### src/rtl/booth_mult_pkg.sv
// booth_mult_pkg: shared FSM states, Booth digit encoding and digit-count helper.
package booth_mult_pkg;
  typedef enum logic [1:0] {IDLE, BUSY, DONE} state_t;
  typedef enum logic [2:0] {ZERO, POS1, POS2, NEG1, NEG2} digit_t;
  function automatic int calc_iter(input int width);
    return (width + 2) / 2;
  endfunction
endpackage

### src/rtl/booth_r4_encoder.sv
// booth_r4_encoder: recodes a 3-bit Booth window into magnitude selects and a negate flag.
module booth_r4_encoder
  import booth_mult_pkg::*;
(
  input  logic [2:0] i_win,
  output logic       o_sel1x,
  output logic       o_sel2x,
  output logic       o_neg
);
  digit_t w_digit;
  assign w_digit = (i_win == 3'b001 || i_win == 3'b010) ? POS1 :
                   (i_win == 3'b011)                    ? POS2 :
                   (i_win == 3'b100)                    ? NEG2 :
                   (i_win == 3'b101 || i_win == 3'b110) ? NEG1 : ZERO;
  assign o_sel1x = (w_digit == POS1) || (w_digit == NEG1);
  assign o_sel2x = (w_digit == POS2) || (w_digit == NEG2);
  assign o_neg   = (w_digit == NEG1) || (w_digit == NEG2);
endmodule

### src/rtl/booth_radix4_seq_mult.sv
// booth_radix4_seq_mult: iterative radix-4 Booth multiplier, one partial product per clock,
// with valid/ready operand and result handshakes and per-operation signed/unsigned mode.
module booth_radix4_seq_mult
  import booth_mult_pkg::*;
#(
  parameter int WIDTH = 12
) (
  input  logic               clk,
  input  logic               reset,
  input  logic               in_valid,
  output logic               in_ready,
  input  logic [WIDTH-1:0]   multiplicand,
  input  logic [WIDTH-1:0]   multiplier,
  input  logic               signed_mode,
  output logic               out_valid,
  input  logic               out_ready,
  output logic [2*WIDTH-1:0] prod,
  output logic               busy
);
  localparam int ITER = calc_iter(WIDTH);
  localparam int AW   = 2*WIDTH + 4;
  localparam int CW   = $clog2(ITER + 1);
  state_t             r_state, w_next;
  logic [AW-1:0]      r_acc, r_a, w_mag, w_pp, w_sum;
  logic [WIDTH+2:0]   r_b;
  logic [CW-1:0]      r_cnt;
  logic [2*WIDTH-1:0] r_prod;
  logic [WIDTH+1:0]   w_exta, w_extb;
  logic               w_sel1x, w_sel2x, w_neg, w_accept, w_last;
  assign w_exta    = {{2{signed_mode & multiplicand[WIDTH-1]}}, multiplicand};
  assign w_extb    = {{2{signed_mode & multiplier[WIDTH-1]}}, multiplier};
  assign in_ready  = (r_state == IDLE);
  assign busy      = (r_state == BUSY);
  assign out_valid = (r_state == DONE);
  assign prod      = r_prod;
  assign w_accept  = in_valid && in_ready;
  assign w_last    = (r_cnt == CW'(ITER - 1));
  booth_r4_encoder u_enc (
    .i_win   (r_b[2:0]),
    .o_sel1x (w_sel1x),
    .o_sel2x (w_sel2x),
    .o_neg   (w_neg)
  );
  // r_a advances by two bit positions per digit, so it always holds A << 2i
  assign w_mag = w_sel2x ? {r_a[AW-2:0], 1'b0} : w_sel1x ? r_a : '0;
  assign w_pp  = w_neg ? ~w_mag + AW'(1) : w_mag;
  assign w_sum = r_acc + w_pp;
  always_comb begin
    w_next = (r_state == IDLE && w_accept)  ? BUSY :
             (r_state == BUSY && w_last)    ? DONE :
             (r_state == DONE && out_ready) ? IDLE : r_state;
  end
  always_ff @(posedge clk) begin
    if (reset) r_state <= IDLE;
    else       r_state <= w_next;
  end
  always_ff @(posedge clk) begin
    if (reset) begin
      r_acc  <= '0;
      r_a    <= '0;
      r_b    <= '0;
      r_cnt  <= '0;
      r_prod <= '0;
    end else if (w_accept) begin
      r_acc <= '0;
      r_a   <= {{(AW-WIDTH-2){w_exta[WIDTH+1]}}, w_exta};
      r_b   <= {w_extb, 1'b0};
      r_cnt <= '0;
    end else if (busy) begin
      r_acc <= w_sum;
      r_a   <= {r_a[AW-3:0], 2'b00};
      r_b   <= {2'b00, r_b[WIDTH+2:2]};
      r_cnt <= r_cnt + CW'(1);
      if (w_last) r_prod <= w_sum[2*WIDTH-1:0];
    end
  end
endmodule

### config.mk
export PLATFORM = sky130hd
export DESIGN_NAME = booth_radix4_seq_mult
export DESIGN_NICKNAME = d
export VERILOG_FILES = /design/src/rtl/booth_mult_pkg.sv /design/src/rtl/booth_r4_encoder.sv /design/src/rtl/booth_radix4_seq_mult.sv
export SDC_FILE = /design/constraint.sdc
export NUM_CORES = 1
export LEC_CHECK = 0
export BUFFER_PORTS_ARGS = -buffer_cell sky130_fd_sc_hd__buf_2
export CAP_MARGIN = 20
export CORE_ASPECT_RATIO = 1.1
export CORE_MARGIN = 1.5
export CORE_UTILIZATION = 31
export CTS_BUF_LIST = sky130_fd_sc_hd__clkbuf_16
export DETAILED_ROUTE_END_ITERATION = 10
export PLACE_DENSITY_LB_ADDON = 0.2
export SLEW_MARGIN = 10
export SYNTH_ARGS = -nofsm -noshare
export SYNTH_HDL_FRONTEND = slang
export SYNTH_SLANG_ARGS = --single-unit
### constraint.sdc
create_clock -name clk -period 5.1 [get_ports clk]
set_clock_uncertainty 0.2 [all_clocks]
set_input_delay 0.51 -clock clk [delete_from_list [all_inputs] [get_ports clk]]
set_output_delay 0.51 -clock clk [all_outputs]
set_load 0.05 [all_outputs]
==> out/qor.txt, run 1 <==
# port buffers - 55
DR WL/cell - 16.4 µm
Worst Setup Start Kind - flip-flop
critical-path cell list - inv_1 -> a221o_1 -> nand2_1 -> ha_1 -> inv_1 -> o31ai_1 -> xnor2_1 -> nand2_1 -> o311ai_0 -> ha_1 -> a21o_1 -> a211o_1 -> a221oi_1 -> a21oi_1 -> o21a_1 -> or4_1 -> nand3_1
cell taking the most area after synthesis - dfxtp_1
Peak Freq - 211 MHz
Hold-fix buffers, CTS - 0
top cell type's share of synthesized area - 29.2%
Synth Area in Adders - 6.34%
sw frac - 33.2%
Psw - 637 µW
final net count - 929
first-pass GRT wire length - 30.7 mm
Pint - 1.28 mW
Setup Fix Bufs, Post-CTS - 0
global route overflow - 0
Initial Utilization - 31.5%
final period utilization - 93.1%
WP data arrival - 4.85 ns
metal2 WL - 8.26 mm
Area contributors post-synth - dfxtp_1 29%, a21oi_1 8.6%, nand2_1 8.2%, ha_1 6.0%, nand3_1 3.8%
Seq cells post-synth - 91
M1 wire length - 9.22 mm
# DRC - 0
Max VDD drop - 0.000161 V
vias per cell - 5.47
critical path required time - 5.20 ns
status - completed
Compound-Gate Fraction of Synth Area - 28.2%
Final Max Tran Viols - 0
Simple-Gate Fraction of Synth Area - 22.8%
via count - 6150
Tot Pwr - 1.92 mW
initial antenna violation count - 0
CTS Buffer Depth - 2
Max Cap Violations - 0
clk_lat worst skew - 0.36 ns
Post-Route WL - 18.5 mm
Syn Std Cell Area - 6230 µm²
# IOs - 56
RSZ-0062 raised after global routing - no
final setup violation count - 0
Worst path max stage delay - 0.56 ns
syn avg cell area - 7.36 µm²
core box area - 19800 µm²
post-synthesis cell count - 847
Critical Path End Type - flip-flop
Placed Area - 6750 µm²
DRT iter0 DRCs - 362
clock net sink count - 91
DP HPWL - 13.4 mm
uppermost layer routed - met4
setup TNS - 0 ns
post-synthesis mux area share - 1.65%
Core Util, Final - 35.6%
sequential power share - 41.3%
Cell variety after synth - 60
Ys Warns - 0
combinational power share - 23.8%
Post-synth EDFFs - 0
asr flop ratio synth - 0%
dominant synthesized flop cell - dfxtp_1
Die Y - 152 µm
# rows - 54
TritonCTS Buffers - 9
critical path class - flip-flop to flip-flop
slew at the pin with the worst max-slew slack - 0.891 ns
crit path max-delay cell type - dfxtp_1
Hold Slack - 0.189 ns
Final Hold Viols - 0
ant diodes - 0
antenna viol nets, final - 0
largest net degree at the start of global routing - 67
worst relative slew slack - 40.4%
die area - 21000 µm²
Post-Layout Cell Count - 1125
P_leak - 2.81 nW
largest family of logic cells by synthesized area - compound AO/OA/AOI/OAI gates
CP max FO - 10
P&R area growth vs syn - 12.9%
Met3 Wirelength - 703 µm
Seq/Total Area, Yosys - 29.2%
routability cong. - 0.869
Worst Hold Class - input port to flip-flop
syn_nets - 907
layout cells sized above 1 - 12.0%
GRT Total Usage - 18.1%
vias in the first global route - 5839
CTS H-tree lvls - 3
placed cells - 1110
post-layout min period - 4.75 ns
WP buf/inv - 2
Final Instance Area - 7040 µm²
PwrDens - 272 nW/µm²
critical path's top delay family - compound AO/OA/AOI/OAI gates
CTS tree - yes
die width - 138 µm
Initial DRT Pass Iterations - 5
clk root buf - clkbuf_16
post-placement setup slack - 0.266 ns
power share of the clock group - 35.0%
Post-Synth XOR/XNOR Area - 6.14%
post-route setup slack - 0.352 ns
Worst-path clk slew - 0.07 ns
## placed cells by master (no fill, tap or decap), drive strengths merged, types with 3 or more instances in the layout
cell type  count
nor2b          4
a211o          3
dfxtp         91
nand2b         6
o21bai         4
inv           24
nor2          50
a211oi        12
nand3b         4
a221o          9
nor4           5
and3           6
a22oi         27
mux2i          8
clkbuf         9
nand4          5
buf           79
nand3         47
clkinv         6
xnor2         25
a32oi          4
a221oi        13
or4            4
o221ai         3
a2111o         6
a21oi        107
nor3          25
a21o          10
o211ai         8
or3            7
ha            30
nand2        137
xor2          17
o21ai         39
a31oi         10
## power by group through the flow
stage	registers, mW	clock network (mW)	logic (mW)
after floorplan	0.773	0	0.359
after global placement	0.806	0	0.453
after detailed placement	0.806	0	0.452
after CTS	0.790	0.692	0.454
after global routing	0.797	0.715	0.511
final	0.791	0.671	0.456
## cell families (layout without fill, tap and decap cells)
| logic type | Yosys count | count (layout) |
|---|---|---|
| AND/OR/NAND/NOR | 310 | 310 |
| AO/OA/AOI/OAI | 270 | 270 |
| buffers and inverters | 93 | 119 |
| flip-flops | 91 | 91 |
| XOR/XNOR | 42 | 42 |
| adder cells (fa/ha/maj) | 31 | 31 |
| multiplexers | 10 | 10 |
## flip-flops by register name (all words and copies together) (netlist names)
| name | flops |
|---|---|
| prod | 24 |
| r_a | 24 |
| r_acc | 24 |
| r_b | 14 |
| r_cnt | 3 |
| r_state | 2 |
## cell type report
class | instances | area, µm²
sequential | 91 | 1820
fill | 2166 | 12800
clock inverter | 6 | 57.6
multi-input combinational | 663 | 4070
inverter | 25 | 93.8
clock buffer | 9 | 225
tap | 252 | 315
timing repair buffer | 79 | 455
## metal layers
| layer | GRT usage (%) | vias up |
|---|---|---|
| met1 | 24.8 | 2869 |
| met5 | 0 | - |
| li1 | - | 3117 |
| met2 | 29.3 | 146 |
| met3 | 2.17 | 18 |
| met4 | 6.68 | 0 |
## final timing paths
check / end / from / cells after the start / slack [ns]
hold / removal: r_a[1]$_SDFFE_PP0P_ / multiplicand[1] / 3 / 0.19
setup reg to reg: prod[18]$_SDFFE_PP0P_ / r_b[0]$_SDFFE_PP0P_ / 17 / 0.35
setup / recovery: prod[18]$_SDFFE_PP0P_ / r_b[0]$_SDFFE_PP0P_ / 17 / 0.35
hold reg to reg: prod[1]$_SDFFE_PP0P_ / prod[1]$_SDFFE_PP0P_ / 2 / 0.25
## what timing repair did
action                     4_1_cts  5_1_grt
setup endpoints to repair        0        3
hold endpoints to repair         0        0
gates resized for setup          0        3
## tightest hold or removal path: cells and delay by family
kind	cells	cell delay [ns]
AOI/OAI and AO/OA	1	0.05
and+or+nand+nor	1	0.05
buffers and inverters	1	0.10
## Yosys cell counts, types with 7 or more instances
| master | number |
|---|---|
| a21oi_1 | 107 |
| ha_1 | 30 |
| nand3_1 | 47 |
| mux2i_1 | 8 |
| dfxtp_1 | 91 |
| nand2_1 | 137 |
| a21o_1 | 10 |
| a221oi_1 | 13 |
| xor2_1 | 16 |
| a31oi_1 | 10 |
| buf_1 | 10 |
| nor2_1 | 50 |
| a22oi_1 | 27 |
| xnor2_1 | 24 |
| o21ai_0 | 39 |
| or3_1 | 7 |
| nor3_1 | 25 |
| clkbuf_1 | 54 |
| a211oi_1 | 12 |
| inv_1 | 23 |
| a221o_1 | 9 |
| o211ai_1 | 8 |
(Power assumes the default switching activity.)
==> inputs of run 2 (changes only) <==
--- a/config.mk
+++ b/config.mk
@@ -7,7 +7,7 @@
 export LEC_CHECK = 0
 export BUFFER_PORTS_ARGS = -buffer_cell sky130_fd_sc_hd__buf_2
 export CAP_MARGIN = 20
-export CORE_ASPECT_RATIO = 1.1
+export CORE_ASPECT_RATIO = 1.25
 export CORE_MARGIN = 1.5
 export CORE_UTILIZATION = 31
 export CTS_BUF_LIST = sky130_fd_sc_hd__clkbuf_16
==> run 2 against run 1 <==
  * Design area is 0.91% higher
  * Combinational power hardly changed
  * Worst setup slack worse by 0.023 ns
  * Total power is 1.5% higher
  * Fmax is 0.49% lower
  * Critical endpoint unchanged
  * Register-to-register slack worse by 0.02 ns
  * Die area hardly changed
  * Global-route usage is 0.15 points lower
  * Critical path type unchanged
==> out/qor.txt, run 2 (synthesis results as in run 1) <==
Worst Hold Class - input port to flip-flop
via count - 6157
placed cells - 1125
final period utilization - 93.6%
Post-Route WL - 18.5 mm
RSZ-0062 raised after global routing - no
global route overflow - 0
leading cell type in the layout, fill and taps excluded - nand2_1
post-layout min period - 4.77 ns
Peak Freq - 210 MHz
layout cells sized above 1 - 12.3%
die width - 130 µm
P&R area growth vs syn - 13.9%
Setup Fix Bufs, Post-CTS - 0
final net count - 931
# port buffers - 55
FF+latch area - 1820 µm²
largest net degree at the start of global routing - 68
Worst Setup Start Kind - flip-flop
# rows - 57
final setup violation count - 0
critical path class - flip-flop to flip-flop
Initial DRT Pass Iterations - 6
area of the multi-input gates - 4080 µm²
CTS tree - yes
vias in the first global route - 5687
first-pass GRT wire length - 30.1 mm
WP data arrival - 4.86 ns
routability cong. - 0.869
most frequent cells in the layout - 137 x nand2_1, 107 x a21oi_1, 89 x dfxtp_1, 55 x buf_2, 50 x nor2_1
ant diodes - 0
FF-to-FF setup slack - 0.33 ns
GRT Total Usage - 17.9%
Final Hold Viols - 0
# IOs - 56
post-placement setup slack - 0.0862 ns
antenna viol nets, final - 0
clk root buf - clkbuf_16
core box area - 19600 µm²
Worst-path clk slew - 0.07 ns
CTS Buffer Depth - 2
worst relative slew slack - 39.5%
setup TNS - 0 ns
DRT iter0 DRCs - 386
DR WL/cell - 16.2 µm
fill cell count - 2082
clk_lat worst skew - 0.36 ns
CTS H-tree lvls - 3
Core Util, Final - 36.2%
Hold Slack - 0.189 ns
die area - 21000 µm²
# DRC - 0
Critical Path End Type - flip-flop
CP max FO - 17
post-route setup slack - 0.328 ns
initial antenna violation count - 0
TritonCTS Buffers - 9
P_leak - 2.83 nW
Final Max Tran Viols - 0
vias per cell - 5.40
Die Y - 162 µm
Post-Layout Cell Count - 1141
slew at the pin with the worst max-slew slack - 0.904 ns
Initial Utilization - 31.8%
Max Cap Violations - 0
status - completed
clock net sink count - 91
PwrDens - 274 nW/µm²
Max VDD drop - 0.000146 V
critical path required time - 5.19 ns
DP HPWL - 13.3 mm
## run 2: cell types whose count changed in the layout (fill, tap and decap cells not counted), sizes merged
| cell | before | now |
|---|---|---|
| buf | 79 | 81 |
| clkinv | 6 | 4 |
| inv | 24 | 26 |
| clkinvlp | 0 | 1 |
## run 2: repair_timing
| action | CTS | global route |
|---|---|---|
| hold buffers | 0 | 0 |
| resized for setup | 0 | 5 |
| endpoints found under the hold margin | 0 | 0 |
| endpoints found under the setup margin | 0 | 10 |
## run 2: stage by stage
| step | instance area (µm²) | power (mW) |
|---|---|---|
| CTS | 7080 | 1.96 |
| detailed placement | 6780 | 1.26 |
| global route | 7100 | 2.04 |
| finish | 7100 | 1.95 |
| global placement | 6780 | 1.26 |
| floorplan | 6230 | 1.13 |
## run 2: worst paths after layout
path / end / startpoint / cells past startpoint
worst max-delay path: prod[18]$_SDFFE_PP0P_ / r_b[0]$_SDFFE_PP0P_ / 15
worst min-delay path: r_a[0]$_SDFFE_PP0P_ / multiplicand[0] / 3
worst max register to register: prod[18]$_SDFFE_PP0P_ / r_b[0]$_SDFFE_PP0P_ / 15
worst min register to register: prod[3]$_SDFFE_PP0P_ / prod[3]$_SDFFE_PP0P_ / 2
## run 2: worst max-delay path, stage by stage, from the launching register on
cell	delay, ns
dfxtp_2	0.58
xnor2_4	0.23
mux2_2	0.43
a31oi_1	0.16
o221ai_1	0.19
nor2_1	0.16
xor2_1	0.08
a221o_1	0.31
ha_1	0.36
a21o_1	0.20
a211o_1	0.31
a221oi_1	0.49
a21oi_1	0.22
o21a_1	0.25
or4_1	0.46
nand3_1	0.08
## run 2: where the power goes
part	internal [mW]	switching, mW	leakage (nW)	total [mW]
logic	0.167	0.292	1.95	0.459
registers	0.741	0.0492	0.741	0.791
clock network	0.384	0.312	0.144	0.696
## run 2: layout make-up
type / instances / share of cell area (%)
inverter: 25 / 1.32
sequential: 91 / 25.7
timing repair buffer: 81 / 6.62
tap: 265 / 4.67
clock inverter: 7 / 1.07
clock buffer: 9 / 3.17
multi-input combinational: 663 / 57.5
## run 2: layer usage
layer  vias to the layer above  wire [µm]  track usage [%]
li1                       3129          -                -
met3                        17        632             2.35
met4                         0        259             6.01
met5                         -          0                0
met1                      2875       9020             24.2
met2                       136       8610             29.2
==> inputs of run 3 (changes only) <==
--- a/config.mk
+++ b/config.mk
@@ -7,12 +7,15 @@
 export LEC_CHECK = 0
 export BUFFER_PORTS_ARGS = -buffer_cell sky130_fd_sc_hd__buf_2
 export CAP_MARGIN = 20
+export CELL_PAD_IN_SITES_DETAIL_PLACEMENT = 1
+export CELL_PAD_IN_SITES_GLOBAL_PLACEMENT = 1
 export CORE_ASPECT_RATIO = 1.25
 export CORE_MARGIN = 1.5
 export CORE_UTILIZATION = 31
 export CTS_BUF_LIST = sky130_fd_sc_hd__clkbuf_16
 export DETAILED_ROUTE_END_ITERATION = 10
 export PLACE_DENSITY_LB_ADDON = 0.2
+export SKIP_CTS_REPAIR_TIMING = 1
 export SLEW_MARGIN = 10
 export SYNTH_ARGS = -nofsm -noshare
 export SYNTH_HDL_FRONTEND = slang
==> run 3 against run 2 <==
  * First-iteration DRC count fell by 37%
  * Die area unchanged
  * Clock power grew 5.3%
  * Utilization increased by 0.11 points
  * Clock-buffer cell count stayed put
==> out/qor.txt, run 3 (synthesis results as in run 1) <==
critical path's top delay family - compound AO/OA/AOI/OAI gates
post-layout min period - 4.75 ns
Met3 Wirelength - 544 µm
largest net degree at the start of global routing - 66
WP data arrival - 4.85 ns
P&R area growth vs syn - 14.3%
first-pass GRT wire length - 32.9 mm
Final Instance Area - 7120 µm²
Initial DRT Pass Iterations - 4
slew at the pin with the worst max-slew slack - 0.957 ns
via count - 6163
CTS H-tree lvls - 3
uppermost layer routed - met4
CTS tree - yes
Worst Hold Class - input port to flip-flop
Post-Route WL - 20.1 mm
Peak Freq - 210 MHz
fill cell count - 2463
M1 wire length - 9.53 mm
FF-to-FF setup slack - 0.35 ns
crit path launch - r_b[1]$_SDFFE_PP0P_
Placed Area - 6780 µm²
GRT Total Usage - 19.9%
critical path required time - 5.20 ns
Levels on crit path - 15
PwrDens - 280 nW/µm²
Max VDD drop - 0.000147 V
core box area - 19600 µm²
CTS Buffer Depth - 2
DP HPWL - 14.9 mm
final net count - 932
Worst setup endpoint - prod[18]$_SDFFE_PP0P_
CP max FO - 9
TritonCTS Buffers - 9
DRT iter0 DRCs - 242
routability cong. - 0.840
Max Cap Violations - 0
Initial Utilization - 31.8%
clk_lat worst skew - 0.35 ns
Worst Setup Start Kind - flip-flop
critical-path cell list - xnor2_4 -> a21oi_1 -> a31oi_1 -> o221ai_1 -> nor2_1 -> xor2_1 -> a221o_1 -> ha_1 -> a21o_1 -> a211o_1 -> a221oi_1 -> a21oi_1 -> o21a_1 -> or4_1 -> nand3_1
critical path class - flip-flop to flip-flop
status - completed
Critical Path End Type - flip-flop
RSZ-0062 raised after global routing - yes
leading cell type in the layout, fill and taps excluded - nand2_1
Top cell by count, worst path - a21oi_1
Worst-path clk slew - 0.07 ns
die area - 21000 µm²
global route overflow - 0
metal2 WL - 9.71 mm
clock net sink count - 91
clk root buf - clkbuf_16
FF-to-FF path depth - 15
most frequent cells in the layout - 137 x nand2_1, 107 x a21oi_1, 90 x dfxtp_1, 55 x buf_2, 50 x nor2_1
vias per cell - 5.40
# DRC - 0
crit path max-delay cell type - dfxtp_1
Die Y - 162 µm
P_leak - 2.85 nW
Worst path max stage delay - 0.57 ns
antenna viol nets, final - 0
DR WL/cell - 17.6 µm
worst relative slew slack - 36.0%
Crit Reg-Reg Endpoint - prod[18]$_SDFFE_PP0P_
# IOs - 56
die width - 130 µm
Final Hold Viols - 0
# rows - 57
WP buf/inv - 0
r2r startpoint - r_b[1]$_SDFFE_PP0P_
Final Max Tran Viols - 0
Hold Slack - 0.198 ns
vias in the first global route - 6147
layout cells sized above 1 - 12.5%
# port buffers - 55
final period utilization - 93.2%
final setup violation count - 0
initial antenna violation count - 0
ant diodes - 0
## run 3: metrics by stage
step           utilization [%]  worst slack (ns)  total power [mW]  TNS (ns)  cells
2_1_floorplan                -             0.481              1.13         0    847
3_3_place_gp              34.6             0.389              1.27         0   1126
3_5_place_dp              34.6             0.359              1.28         0   1126
4_1_cts                   36.2             0.312              2.02         0   1142
5_1_grt                   36.3           -0.0231              2.10   -0.0231   1142
6_report                  36.3             0.348              2.00         0   1142
## run 3: area by class of cell
cell class	count	area, µm²	share of cell area (%)
Multi-Input combinational cell	663	4080	57.3
Inverter	25	93.8	1.32
Clock inverter	7	91.3	1.28
Sequential cell	91	1820	25.6
Timing Repair Buffer	82	478	6.71
Clock buffer	9	225	3.16
Tap cell	265	332	4.65
## run 3: routing by layer
layer / vias up / track usage, %
met5: - / 0
met4: 0 / 6.57
met3: 18 / 2.05
met2: 77 / 34.1
met1: 2956 / 25.8
li1: 3112 / -
## run 3: how the worst min path moves through the flow
stage / end / cells after the start / slack, ns / start
after floorplan: r_b[10]$_SDFFE_PP0P_ / 2 / 0.24 / r_b[10]$_SDFFE_PP0P_
after global placement: prod[13]$_SDFFE_PP0P_ / 2 / 0.24 / prod[13]$_SDFFE_PP0P_
after detailed placement: prod[20]$_SDFFE_PP0P_ / 2 / 0.25 / prod[20]$_SDFFE_PP0P_
after CTS: r_a[1]$_SDFFE_PP0P_ / 3 / 0.19 / multiplicand[1]
after global routing: r_a[1]$_SDFFE_PP0P_ / 3 / 0.23 / multiplicand[1]
final: r_a[1]$_SDFFE_PP0P_ / 3 / 0.20 / multiplicand[1]
## run 3: where the power goes
| part | total [mW] | internal [mW] | switching (mW) |
|---|---|---|---|
| sequential | 0.791 | 0.741 | 0.0496 |
| clock | 0.733 | 0.430 | 0.303 |
| combinational | 0.471 | 0.169 | 0.302 |
## run 3: worst register-to-register path, delay by kind of cell (launching register included)
kind	cells	cell delay, ns
adder cells (fa/ha/maj)	1	0.34
flip-flops	1	0.57
AND/OR/NAND/NOR	3	0.64
XOR/XNOR	2	0.35
AO/OA/AOI/OAI	9	2.61
